$ cat config.mk
export PLATFORM = sky130hd
export DESIGN_NAME = sram_access_ctrl
export DESIGN_NICKNAME = d
export VERILOG_FILES = /design/src/rtl/sram_ctrl_pkg.sv /design/src/rtl/sram_row_dec.sv /design/src/rtl/sram_access_ctrl.sv
export SDC_FILE = /design/constraint.sdc
export NUM_CORES = 1
export LEC_CHECK = 0
export CAP_MARGIN = 10
export CORE_MARGIN = 3
export CORE_UTILIZATION = 35
export DETAILED_ROUTE_END_ITERATION = 8
export PLACE_DENSITY = 0.71
export SYNTH_ARGS = -nofsm -noshare
export SYNTH_HDL_FRONTEND = slang
export SYNTH_HIERARCHICAL = 1
export SYNTH_SLANG_ARGS = --single-unit
$ cat constraint.sdc
create_clock -name clk -period 6.1 [get_ports clk]
set_input_delay 0.915 -clock clk [delete_from_list [all_inputs] [get_ports clk]]
set_output_delay 0.915 -clock clk [all_outputs]
set_load 0.02 [all_outputs]
$ cat src/rtl/sram_ctrl_pkg.sv
// Shared types and geometry defaults for the SRAM access sequencer.
// Imported by the top-level controller and its row decoder.
package sram_ctrl_pkg;

  localparam int DefAddrW  = 7;
  localparam int DefDataW  = 32;
  localparam int DefPreCyc = 1;
  localparam int DefWlCyc  = 2;

  typedef enum logic [2:0] {
    StIdle,
    StPre,
    StAct,
    StSense,
    StWr
  } sram_state_e;

  // Wide enough to hold max(pre_cyc, wl_cyc) - 1, never narrower than one bit.
  function automatic int cnt_width(input int pre_cyc, input int wl_cyc);
    int m;
    m = (pre_cyc > wl_cyc) ? pre_cyc : wl_cyc;
    return (m > 1) ? $clog2(m) : 1;
  endfunction

endpackage

$ cat src/rtl/sram_row_dec.sv
// Registered row decoder: one-hot wordline for the latched address while enabled,
// all-zero otherwise.
module sram_row_dec #(
  parameter int ADDR_W = 7
) (
  input  logic                   clk_i,
  input  logic                   rst_i,
  input  logic                   en_i,
  input  logic [ADDR_W-1:0]      addr_i,
  output logic [2**ADDR_W-1:0]   wl_o
);

  localparam int Rows = 2**ADDR_W;

  logic [Rows-1:0] dec;
  logic [Rows-1:0] wl_q;

  always_comb begin
    dec         = '0;
    dec[addr_i] = 1'b1;
  end

  always_ff @(posedge clk_i) begin
    if (rst_i) begin
      wl_q <= '0;
    end else begin
      wl_q <= en_i ? dec : '0;
    end
  end

  assign wl_o = wl_q;

endmodule

$ cat src/rtl/sram_access_ctrl.sv
// Access sequencer for a 6T SRAM array: turns a single read/write request into the
// precharge -> wordline -> sense/write sequence, with every array control registered.
module sram_access_ctrl
  import sram_ctrl_pkg::*;
#(
  parameter int ADDR_W  = DefAddrW,
  parameter int DATA_W  = DefDataW,
  parameter int PRE_CYC = DefPreCyc,
  parameter int WL_CYC  = DefWlCyc
) (
  input  logic                  clk,
  input  logic                  rst,
  input  logic                  req_valid,
  output logic                  req_ready,
  input  logic                  req_we,
  input  logic [ADDR_W-1:0]     req_addr,
  input  logic [DATA_W-1:0]     req_wdata,
  output logic                  rsp_valid,
  output logic [DATA_W-1:0]     rsp_rdata,
  output logic                  wr_done,
  output logic                  precharge,
  output logic [2**ADDR_W-1:0]  wl,
  output logic                  write_en,
  output logic                  bl_drv_en,
  output logic [DATA_W-1:0]     bl_drv_data,
  output logic                  sense_en,
  input  logic [DATA_W-1:0]     sense_data
);

  localparam int CntW = cnt_width(PRE_CYC, WL_CYC);
  localparam logic [CntW-1:0] PreLoad = CntW'(PRE_CYC - 1);
  localparam logic [CntW-1:0] WlLoad  = CntW'(WL_CYC - 1);

  if (PRE_CYC < 1) begin : g_bad_pre_cyc
    $error("sram_access_ctrl: PRE_CYC must be at least 1");
  end
  if (WL_CYC < 1) begin : g_bad_wl_cyc
    $error("sram_access_ctrl: WL_CYC must be at least 1");
  end

  sram_state_e       state_q, state_d;
  logic [CntW-1:0]   cnt_q, cnt_d;
  logic              cnt_zero;
  logic              accept;

  logic [ADDR_W-1:0] addr_q;
  logic              we_q;
  logic [DATA_W-1:0] wdata_q;

  logic              precharge_q, precharge_d;
  logic              write_en_q, write_en_d;
  logic              sense_en_q, sense_en_d;
  logic              rsp_valid_q, rsp_valid_d;
  logic              wr_done_q, wr_done_d;
  logic [DATA_W-1:0] rsp_rdata_q;
  logic [DATA_W-1:0] bl_drv_data_q;
  logic              drv_load;
  logic              rdata_capture;
  logic              wl_en;

  assign cnt_zero = (cnt_q == '0);
  assign accept   = (state_q == StIdle) && req_valid;

  // State register
  always_ff @(posedge clk) begin
    if (rst) begin
      state_q <= StIdle;
      cnt_q   <= '0;
    end else begin
      state_q <= state_d;
      cnt_q   <= cnt_d;
    end
  end

  // Next-state logic
  always_comb begin
    state_d = state_q;
    cnt_d   = cnt_q;
    case (state_q)
      StIdle: begin
        if (req_valid) begin
          state_d = StPre;
          cnt_d   = PreLoad;
        end
      end
      StPre: begin
        if (cnt_zero) begin
          state_d = we_q ? StWr : StAct;
          cnt_d   = WlLoad;
        end else begin
          cnt_d = cnt_q - CntW'(1);
        end
      end
      StAct: begin
        if (cnt_zero) begin
          state_d = StSense;
        end else begin
          cnt_d = cnt_q - CntW'(1);
        end
      end
      StSense: begin
        state_d = StIdle;
      end
      StWr: begin
        if (cnt_zero) begin
          state_d = StIdle;
        end else begin
          cnt_d = cnt_q - CntW'(1);
        end
      end
      default: begin
        state_d = StIdle;
        cnt_d   = '0;
      end
    endcase
  end

  // Output logic: array controls decode the upcoming state so they register cleanly.
  always_comb begin
    precharge_d   = (state_d == StPre);
    write_en_d    = (state_d == StWr);
    sense_en_d    = (state_d == StSense);
    wl_en         = (state_d == StAct) || (state_d == StSense) || (state_d == StWr);
    rsp_valid_d   = (state_q == StSense);
    wr_done_d     = (state_q == StWr) && cnt_zero;
    rdata_capture = (state_q == StSense);
    drv_load      = (state_d == StWr) && (state_q != StWr);
  end

  always_ff @(posedge clk) begin
    if (rst) begin
      addr_q  <= '0;
      we_q    <= 1'b0;
      wdata_q <= '0;
    end else if (accept) begin
      addr_q  <= req_addr;
      we_q    <= req_we;
      wdata_q <= req_wdata;
    end
  end

  always_ff @(posedge clk) begin
    if (rst) begin
      precharge_q   <= 1'b0;
      write_en_q    <= 1'b0;
      sense_en_q    <= 1'b0;
      rsp_valid_q   <= 1'b0;
      wr_done_q     <= 1'b0;
      rsp_rdata_q   <= '0;
      bl_drv_data_q <= '0;
    end else begin
      precharge_q <= precharge_d;
      write_en_q  <= write_en_d;
      sense_en_q  <= sense_en_d;
      rsp_valid_q <= rsp_valid_d;
      wr_done_q   <= wr_done_d;
      if (rdata_capture) begin
        rsp_rdata_q <= sense_data;
      end
      // Driver data only changes on WR entry; bl_drv_en qualifies it.
      if (drv_load) begin
        bl_drv_data_q <= wdata_q;
      end
    end
  end

  sram_row_dec #(
    .ADDR_W (ADDR_W)
  ) u_row_dec (
    .clk_i  (clk),
    .rst_i  (rst),
    .en_i   (wl_en),
    .addr_i (addr_q),
    .wl_o   (wl)
  );

  assign req_ready   = (state_q == StIdle);
  assign rsp_valid   = rsp_valid_q;
  assign rsp_rdata   = rsp_rdata_q;
  assign wr_done     = wr_done_q;
  assign precharge   = precharge_q;
  assign write_en    = write_en_q;
  assign bl_drv_en   = write_en_q;
  assign bl_drv_data = bl_drv_data_q;
  assign sense_en    = sense_en_q;

  a_wl_onehot: assert property (@(posedge clk) disable iff (rst) $onehot0(wl));
  a_we_sense: assert property (@(posedge clk) disable iff (rst) !(write_en && sense_en));
  a_pre_wl: assert property (@(posedge clk) disable iff (rst) !(precharge && (|wl)));
  a_wl_switch: assert property (@(posedge clk) disable iff (rst)
                                ((|wl) && (|$past(wl))) |-> (wl == $past(wl)));

endmodule
==> impl_metrics.json <==
{
  "cts-root-buf": "clkbuf_16",
  "fillers": 1985,
  "critical_path.cell_chain": "or3b_1 -> o211ai_1 -> or3b_2 -> buf_4 -> nor3_1",
  "gp_congestion": 0.738,
  "synth_area_leaders": "dfxtp_1 (60%), nor3_1 (7.0%), nand2_1 (6.9%), nand2b_1 (5.2%), a21oi_1 (4.5%)",
  "cts_buffers": 25,
  "ir_worst_vdd_v": 0.000152,
  "p_seq_frac": 0.480,
  "synth-compound-area-share": 0.0503,
  "design_area_sq_um": 11600,
  "slowest_delay_ns": 0.84,
  "clkLatencyLatePin_ns": 0.52,
  "coreArea_sq_um": 22200,
  "antenna_left": 0,
  "min_period_over_period": 0.482,
  "io_buffer_count": 273,
  "critPathLaunchType": "flip-flop",
  "fin_setup_tns_ns": 0,
  "synth_top_family_by_area": "simple AND/OR/NAND/NOR gates",
  "syn_inst": 820,
  "holdWs_ns": 0.453,
  "period_minus_slack_ns": 2.94,
  "initialDrtViolationCount": 356,
  "cts_max_level": 1,
  "drive_gt1_frac": 0.0745,
  "hold_class": "flip-flop to flip-flop",
  "slew_headroom": 0.413,
  "swShare": 0.239,
  "clock_skew_ns": 0.0135,
  "grt_max_degree": 89,
  "tightest_slew_ns": 0.880,
  "crit_path_top_delay_cell": "or3b_2",
  "grt_pass1_wl_microns": 32600,
  "tritoncts": "built",
  "required_ns": 6.53,
  "post_cts_resized": 0,
  "fmax_mhz": 340,
  "remaining_drc_errors": 0,
  "crit_type": "flip-flop to flip-flop",
  "synthAdderAreaFrac": 0,
  "die_area_sq_um": 24800,
  "synth_seq_cells": 241,
  "cts.sinks": 241,
  "fp.dieH_microns": 157,
  "area_delta_synth_final_pct": 44.5,
  "grt_pass1_vias": 6180,
  "drv_slew": 0,
  "yosys.cell_types.count": 35,
  "grt_overflow_total": 0,
  "critPathMaxFanout": 36,
  "synth_area_leader_cell": "dfxtp_1",
  "synth-xor-area-share": 0,
  "wl_microns": 21100,
  "die_w_microns": 157,
  "post_cts_buffers": 0,
  "most-common-layout-cells": "clkdlybuf4s50_1 (272), dfxtp_1 (241), nand2_1 (147), nor3_1 (111), a21oi_1 (72)",
  "intPower_w": 0.00262,
  "antenna_found_initial": 1,
  "rsz0062_at_grt": "false",
  "hold_viol": 0,
  "cp_num_buf_inv": 1,
  "via_per_inst": 4.75,
  "yosysWarnings": 6,
  "power_w": 0.00344,
  "clkPwrFrac": 0.434,
  "drtPass1Iterations": 4,
  "critPathTopFamily": "simple AND/OR/NAND/NOR gates",
  "num_rows": 54,
  "synth_fp_nets": 895,
  "status": "finished, final reports clean",
  "cap_violations": 0,
  "switchingPower_w": 0.000822,
  "final_nets": 1122,
  "clk_pin_slew_worst_paths_ns": 0.06,
  "avgSynthCellArea_sq_um": 9.80,
  "start_util": 0.362,
  "dp_hpwl_microns": 13800,
  "dpl_cell_area_sq_um": 10800,
  "grt_use_total": 0.162,
  "wl_per_cell_microns": 15.8,
  "setup_viol": 0,
  "cts_hold_buf": 0,
  "synth-seq-area-share": 0.601,
  "vias": 6370,
  "final_common_cell": "clkdlybuf4s50_1",
  "ios": 274,
  "synthMuxAreaShare": 0.0399,
  "powerDensity_nw_per_um2": 296,
  "critPathCaptureType": "flip-flop",
  "synth_top_area_frac": 0.601,
  "synth_area_sq_um": 8030,
  "combPwrFrac": 0.086,
  "power_leakage_nw": 3.88,
  "synth-simple-area-share": 0.258,
  "worstPathArrival_ns": 3.37,
  "clockBufferDepth": 3
}
-- metal layers --
layer,global-route usage,wire length [microns],vias to the layer above
met3,0.0522,1800,36
met4,0.0521,545,0
li1,-,-,3179
met1,0.199,8940,2934
met2,0.270,9860,221
met5,0,0,-
-- worst reg2reg max path: cells and delay by family, from the launching register on --
family	cells	cell delay, ns
simple gates	3	1.52
compound gates	1	0.27
buf+inv	1	0.40
flops	1	0.67
-- final cells by class --
type	instances	area, sq um	share of cell area
Antenna cell	1	2.50	0.000216
Clock buffer	32	692	0.0596
Clock inverter	8	108	0.00927
Inverter	1	3.75	0.000323
Multi-Input combinational cell	494	2810	0.242
Sequential cell	241	4820	0.416
Tap cell	280	350	0.0302
Timing Repair Buffer	284	2810	0.242
-- cells in the mapped netlist (all sizes together) --
cell type	count
dfxtp	241
nand2	147
nor3	135
a21oi	72
nand2b	67
buf	46
clkbuf	38
mux2i	32
nand4bb	6
or4b	6
nand4b	4
nor2	4
nand3b	3
or3b	3
nor4	2
a2bb2oi	1
a311oi	1
and3b	1
inv	1
nand3	1
nand4	1
nor4b	1
o211ai	1
o22a	1
o32a	1
or2	1
or3	1
or4	1
or4bb	1
-- path summary, 6_finish.rpt --
check | slack [ns] | end | from | depth (start not counted)
max reg2reg | 3.16 | u_row_dec/wl_o[29] | state_q[0] | 5
min reg2reg | 0.45 | rsp_rdata[18] | rsp_rdata[18] | 2
min | 0.45 | rsp_rdata[18] | rsp_rdata[18] | 2
max | 3.16 | u_row_dec/wl_o[29] | state_q[0] | 5
-- sequential cells by signal, summed over array words and instances, names as in the netlist --
signal / flops
rsp_valid: 1
cnt_q: 1
bl_drv_en: 1
u_row_dec/wl_o: 128
wdata_q: 32
wr_done: 1
state_q: 3
addr_q: 7
precharge: 1
bl_drv_data: 32
rsp_rdata: 32
sense_en: 1
we_q: 1
-- through the flow --
step / setup slack [ns] / cells / utilization
floorplan: 4.11 / 820 / -
global placement: 3.18 / 1300 / 0.488
detailed placement: 3.14 / 1300 / 0.488
CTS: 3.21 / 1340 / 0.524
global route: 3.00 / 1341 / 0.524
finish: 3.16 / 1341 / 0.524
-- kinds of logic after synthesis --
family / Yosys count
AOI/OAI and AO/OA: 77
muxes: 32
buffers and inverters: 85
and+or+nand+nor: 385
DFF: 241
-- power groups by stage --
stage               clock network [W]  logic [W]  registers (W)
floorplan                           0   0.000195        0.00168
global placement                    0   0.000295        0.00168
detailed placement                  0   0.000298        0.00168
CTS                           0.00153   0.000299        0.00165
global route                  0.00159   0.000324        0.00165
finish                        0.00149   0.000296        0.00165
No activity file was read; power rests on OpenSTA's default activity.
